**config.mk**
```make
export PLATFORM = sky130hd
export DESIGN_NAME = id_exe_skid_reg
export DESIGN_NICKNAME = d
export VERILOG_FILES = /design/src/rtl/id_exe_skid_reg.sv
export SDC_FILE = /design/constraint.sdc
export NUM_CORES = 1
export LEC_CHECK = 0
export CAP_MARGIN = 5
export CORE_UTILIZATION = 35
export CTS_BUF_LIST = sky130_fd_sc_hd__clkbuf_8
export DETAILED_ROUTE_END_ITERATION = 10
export GPL_TIMING_DRIVEN = 0
export RECOVER_POWER = 100
export SLEW_MARGIN = 5
export SYNTH_ARGS = -nofsm -noshare
export SYNTH_HDL_FRONTEND = slang
export SYNTH_SLANG_ARGS = --single-unit
```
**constraint.sdc**
```tcl
create_clock -name clk -period 1.9 [get_ports clk]
set_input_delay 0.38 -clock clk [delete_from_list [all_inputs] [get_ports clk]]
set_output_delay 0.38 -clock clk [all_outputs]
set_load 0.02 [all_outputs]
```
**src/rtl/id_exe_skid_reg.sv**
```systemverilog
// ID/EXE boundary register: main entry plus one skid entry, valid/ready on both sides.
// Optional saturating bubble counter is built only when ID_EXE_BUBBLE_CNT_EN is defined.
module id_exe_skid_reg #(
  parameter int CTRL_W = 13,
  parameter int CNT_W  = 16
) (
  input  logic              clk,
  input  logic              rst,
  input  logic              flush,
  input  logic              inValid,
  output logic              inReady,
  input  logic [31:0]       inPc,
  input  logic [31:0]       inRnVal,
  input  logic [31:0]       inRmVal,
  input  logic              inImm,
  input  logic              inLdOrStr,
  input  logic [11:0]       inShiftOperand,
  input  logic [3:0]        inStatus,
  input  logic [CTRL_W-1:0] inCtrl,
  output logic              outValid,
  input  logic              outReady,
  output logic [31:0]       outPc,
  output logic [31:0]       outRnVal,
  output logic [31:0]       outRmVal,
  output logic              outImm,
  output logic              outLdOrStr,
  output logic [11:0]       outShiftOperand,
  output logic [3:0]        outStatus,
  output logic [CTRL_W-1:0] outCtrl,
  output logic [CNT_W-1:0]  bubbleCnt
);

  localparam int PW = 32 + 32 + 32 + 1 + 1 + 12 + 4 + CTRL_W;

  logic [PW-1:0] in_pay_s;
  logic          accept_s;
  logic          drain_s;

  logic          main_valid_q, main_valid_d;
  logic          skid_valid_q, skid_valid_d;
  logic [PW-1:0] main_pay_q, main_pay_d;
  logic [PW-1:0] skid_pay_q, skid_pay_d;

  assign in_pay_s = {inPc, inRnVal, inRmVal, inImm, inLdOrStr, inShiftOperand, inStatus, inCtrl};
  assign accept_s = inValid & inReady;
  assign drain_s  = main_valid_q & outReady;

  // Entry update: flush first, then refill main (from skid if occupied), else park input in skid.
  always_comb begin
    main_valid_d = main_valid_q;
    skid_valid_d = skid_valid_q;
    main_pay_d   = main_pay_q;
    skid_pay_d   = skid_pay_q;
    if (flush) begin
      main_valid_d = 1'b0;
      skid_valid_d = 1'b0;
    end else if (!main_valid_q || drain_s) begin
      if (skid_valid_q) begin
        main_valid_d = 1'b1;
        main_pay_d   = skid_pay_q;
        skid_valid_d = accept_s;
        if (accept_s) begin
          skid_pay_d = in_pay_s;
        end else begin
          skid_pay_d = skid_pay_q;
        end
      end else begin
        main_valid_d = accept_s;
        if (accept_s) begin
          main_pay_d = in_pay_s;
        end else begin
          main_pay_d = main_pay_q;
        end
      end
    end else begin
      if (accept_s) begin
        skid_valid_d = 1'b1;
        skid_pay_d   = in_pay_s;
      end else begin
        skid_valid_d = skid_valid_q;
      end
    end
  end

  // Entry state registers.
  always_ff @(posedge clk or negedge rst) begin
    if (!rst) begin
      main_valid_q <= 1'b0;
      skid_valid_q <= 1'b0;
      main_pay_q   <= '0;
      skid_pay_q   <= '0;
    end else begin
      main_valid_q <= main_valid_d;
      skid_valid_q <= skid_valid_d;
      main_pay_q   <= main_pay_d;
      skid_pay_q   <= skid_pay_d;
    end
  end

  // inReady comes straight from a flop, so ID never sees a path through outReady.
  assign inReady  = ~skid_valid_q;
  assign outValid = main_valid_q;
  assign {outPc, outRnVal, outRmVal, outImm, outLdOrStr, outShiftOperand, outStatus, outCtrl} = main_pay_q;

`ifdef ID_EXE_BUBBLE_CNT_EN
  logic [CNT_W-1:0] bubble_q, bubble_d;

  // Count cycles where EXE was ready but had nothing to take; saturate, never wrap.
  always_comb begin
    bubble_d = bubble_q;
    if (outReady && !main_valid_q && !(&bubble_q)) begin
      bubble_d = bubble_q + {{(CNT_W-1){1'b0}}, 1'b1};
    end else begin
      bubble_d = bubble_q;
    end
  end

  // Bubble counter register; only reset clears it.
  always_ff @(posedge clk or negedge rst) begin
    if (!rst) begin
      bubble_q <= '0;
    end else begin
      bubble_q <= bubble_d;
    end
  end

  assign bubbleCnt = bubble_q;
`else
  assign bubbleCnt = '0;
`endif

endmodule

```
Word-level counts from Yosys, hierarchy flattened
Cells that the tools add are included.
{"block": "op_classes", "addsub": 0, "multipliers": 0, "div_mod_pow": 0, "magnitude_cmp": 0, "n_eq_ne": 1, "n_shift": 0, "n_mux": 12, "bitwise": 4, "n_reduce_logical": 7}
{"operator": "two-way mux 127 bit", "n": 5}
{"operator": "two-way mux 1 bit", "n": 7}
{"operator": "nonzero test 2 bit", "n": 2}
{"operator": "AND reduction 3 bit", "n": 1}
{"operator": "nonzero test 3 bit", "n": 1}
{"operator": "bitwise AND 1 bit", "n": 2}
{"operator": "!= test 2 bit (second input constant)", "n": 1}
{"operator": "inverter 1 bit", "n": 2}
{"operator": "AND reduction 2 bit", "n": 1}
{"operator": "logical NOT 1 bit", "n": 1}
{"operator": "logical OR 1 bit", "n": 1}
{"block": "totals", "reg_bits": 256, "latchBits": 0, "mem_bits_rw": 0, "romBits": 0, "in_bits": 132, "out_inout_bits": 145, "word_cells": 28, "n_memories": 0}

Longest topological paths before layout
{"block": "depth", "depth_word": 5, "depth_mapped": 6, "mapped_depth_nobuf": 3}

Worst setup path after synthesis
Ideal clock, no wire load.
{"block": "synth_path", "kind": "reg-to-reg", "from": "register main_valid_q (netlist: outValid)", "to": "register main_pay_q[100]", "setup_ns": 0.125, "arrival_ns": 1.494, "t_required_ns": 1.775, "slack_ns": 0.281, "stages_incl_launch_ff": 7, "path_buffers": 3, "synth_period_minus_slack_ns": 1.619, "path_cell_list": "dfrtp_1 nor2b_4 nor3_2 buf_6 buf_6 buf_6 mux2_4"}
{"block": "synth_between", "elab_chain_len": 3, "elab_cells_between_ends": 4, "classes_between": "1 x bitwise; 3 x reduce/logical"}
{"item": "start: declaration", "line": "39", "rtl": "logic main_valid_q, main_valid_d;"}
{"item": "start signal: assignment", "line": "93", "rtl": "main_valid_q <= main_valid_d;"}
{"item": "bitwise AND 1 bit / logical NOT 1 bit (equally long branches)", "line": "46, 57"}
{"item": "logical OR 1 bit (*)", "line": "57", "rtl": "end else if (!main_valid_q || drain_s) begin"}
{"item": "AND reduction 3 bit (no line) (*)"}
{"item": "end signal: assignment", "line": "95", "rtl": "main_pay_q <= main_pay_d;"}
{"item": "end: declaration", "line": "41", "rtl": "logic [PW-1:0] main_pay_q, main_pay_d;"}
Every way passes the cells marked *; elsewhere a longest branch is shown, timed or not.
A chain may end at the register's enable or synchronous reset.

Worst setup path in the final report
{"block": "layout_path", "from": "register main_valid_q (netlist: outValid)", "to": "register skid_pay_q[107]"}
{"block": "layout_between", "elab_chain_len": 4, "elab_cells_between_ends": 6, "classes_between": "1 x eq/ne; 1 x mux; 1 x bitwise; 3 x reduce/logical"}
{"item": "bitwise AND 1 bit / logical NOT 1 bit (equally long branches)", "line": "46, 57"}
{"item": "logical OR 1 bit (*)", "line": "57"}
{"item": "!= test 2 bit (no line)"}
{"item": "AND reduction 2 bit (no line)"}
{"item": "end signal: assignment", "line": "96", "rtl": "skid_pay_q <= skid_pay_d;"}
{"item": "end: declaration", "line": "42", "rtl": "logic [PW-1:0] skid_pay_q, skid_pay_d;"}
Marked as above.

==> flow_metrics.tcl <==
set metrics [dict create \
    tightest_slew_ps 844 \
    htreeDepth 2 \
    synth_top_family_by_area "multiplexers" \
    fillCellCount 2908 \
    die-area_sq_mm 0.0332 \
    yosys-mux-area-fraction 0.397 \
    finClkSkew_ps 11.3 \
    p_seq_frac 0.467 \
    dp_hpwl_um 17500 \
    drive_above_1_share 0.452 \
    core_area_sq_mm 0.0318 \
    synth-seq-cells 256 \
    grt_overflow 0 \
    r2r-start "outValid" \
    static-leakage-power_nw 6.87 \
    mostFrequentLayoutCells "mux2_2, dfrtp_1, clkdlybuf4s50_1" \
    synth_simple_gate_area_frac 0.00440 \
    critPathMaxFanout 10 \
    cts_tree "built" \
    drc_errors 0 \
    placed_cell_area_sq_mm 0.0146 \
    max_slew_margin 0.437 \
    post_cts_buffers 0 \
    initial_core_util 0.358 \
    syn_area_per_cell_sq_um 16.1 \
    clk_latency_ps 530 \
    critical_path_required_ps 2310 \
    first_global_vias 7168 \
    mostFrequentLayoutCell "mux2_2" \
    die_y_um 182 \
    maxClockFrequency_mhz 555 \
    clkPwrFrac 0.303 \
    worst_setup_path_end_kind "register" \
    cts_buffers 47 \
    syn_inst 705 \
    gp_congestion 0.697 \
    hold_violations 0 \
    num-nets-final 1163 \
    finalWirelength_um 25800 \
    maxSlewViolCount 0 \
    drt_iter0_markers 150 \
    arrival_ps 2210 \
    status "completed" \
    power_density_mw_per_mm2 1020 \
    avgRoutedWirePerCell_um 17.2 \
    ys_seq_area_frac 0.563 \
    die_x_um 182 \
    cp-startpoint "outValid" \
    path_clk_slew_ps 50 \
    rows 65 \
    vias_per_cell 4.53 \
    pin_count 277 \
    ir_drop_uv 557 \
    first_pass_iters 4 \
    pwr-share-comb 0.229 \
    period_share 0.948 \
    dp_cells 1417 \
    synth_cell_types 16 \
    startpoint_type "register" \
    maxCapViolations 0 \
    ff2ff_setup_slack_ps 100 \
    synth_xor_area_frac 0 \
    cts_buffer_depth 3 \
    swShare 0.279 \
    hp-class "input port to async pin" \
    r2r_cells 6 \
    vias 6775 \
    grt_setup_unrepaired "no" \
    switching_power_w 0.00431 \
    synth-compound-area-share 0.000440 \
    crit_type "register to register" \
    grt_pass1_wl_um 40600 \
    grtUsageTotal 0.156 \
    yosys.area_share.adder 0 \
    min_period_ps 1800 \
    antenna_found_initial 0 \
    setup_viol 0 \
    r2r_end "skid_pay_q[107]" \
    final_cell_count_no_fill 1494 \
    drtAntennaViolNets 0 \
    grt_max_degree 96 \
    clock_sinks 256 \
    syn2layout_area_growth_pct 33.8 \
    crit_path_end "skid_pay_q[107]" \
    cts_root_buf "clkbuf_8" \
    ys_warn_count 0 \
    intPower_w 0.0111 \
    synthesis.area_sq_mm 0.0114 \
    fin_area_sq_mm 0.0152 \
    port_buffers 260 \
]
worst max-delay path, cell delays in order, from the launching register on:
cell,delay (ps)
dfrtp_1,390
nor2b_4,140
nand3_1,70
buf_2,320
buf_6,230
buf_6,200
mux2_4,310
power groups by stage:
| stage | clock network (W) | registers (W) | logic, W |
|---|---|---|---|
| global placement | 0 | 0.00731 | 0.00398 |
| floorplan | 0 | 0.00785 | 0.00162 |
| finish | 0.00469 | 0.00722 | 0.00354 |
| detailed placement | 0 | 0.00732 | 0.00404 |
| CTS | 0.00494 | 0.00723 | 0.00368 |
| global route | 0.00517 | 0.00739 | 0.00380 |
worst min path at each step:
stage	to	slack, ps	cells after the start
CTS	main_pay_q[124]	410	2
floorplan	main_pay_q[0]	80	0
detailed placement	main_pay_q[124]	420	1
global placement	skid_pay_q[84]	480	1
global route	main_pay_q[124]	440	2
finish	main_pay_q[124]	430	2
state kept, by name, summed over array words and instances (netlist names):
| signal | count |
|---|---|
| outValid | 1 |
| skid_pay_q | 127 |
| skid_valid_q | 1 |
| main_pay_q | 127 |
cell families after synthesis:
family                 Yosys count
AOI/OAI and AO/OA                1
buffers and inverters           59
muxes                          381
other                            1
and+or+nand+nor                  7
DFF                            256
cell usage after synthesis, drive strengths merged:
cell type | instances | share of area
buf | 58 | 0.034
nor2 | 2 | 0.00088
nor3 | 2 | 0.0013
mux2 | 381 | 0.40
a21oi | 1 | 0.00044
conb | 1 | 0.00033
nand2b | 1 | 0.00055
nand3 | 1 | 0.00044
inv | 1 | 0.00033
dfrtp | 256 | 0.56
nor2b | 1 | 0.0012
through the flow:
stage                     total power (W)  setup slack (ps)   TNS, ps  utilization  hold slack, ps
final                              0.0154              99.3         0        0.478             427
after CTS                          0.0159             -90.4      -141        0.481             407
after detailed placement           0.0114              -398    -79220        0.460             422
after floorplan                   0.00947               281         0            -            84.4
after global routing               0.0164              1.40         0        0.478             440
after global placement             0.0113            -11420  -2992280        0.458             481
area by class of cell:
cell class	instances	area, sq um	area share
sequential	256	6410	0.421
multi-input combinational	405	4550	0.299
timing repair buffer	263	2480	0.163
clock buffer	50	688	0.0452
tap	435	544	0.0358
buffer	57	399	0.0262
clock inverter	26	130	0.00855
inverter	1	3.75	0.000247
antenna	1	2.50	0.000164
layer usage:
layer | track usage | part of all wire | up-vias
met1 | 0.200 | 0.44 | 3396
li1 | - | - | 3149
met3 | 0.0519 | 0.074 | 42
met4 | 0.0447 | 0.018 | 0
met2 | 0.251 | 0.46 | 188
met5 | 0 | 0 | -
repair_timing:
action | 4_1_cts | 5_1_grt
hold buffers | 1 | 0
endpoints found under the hold margin | 74 | 0
gates resized for setup | 129 | 7
pin swaps | 0 | 0
endpoints found under the setup margin | 128 | 102
No activity file was read; power rests on OpenSTA's default activity.
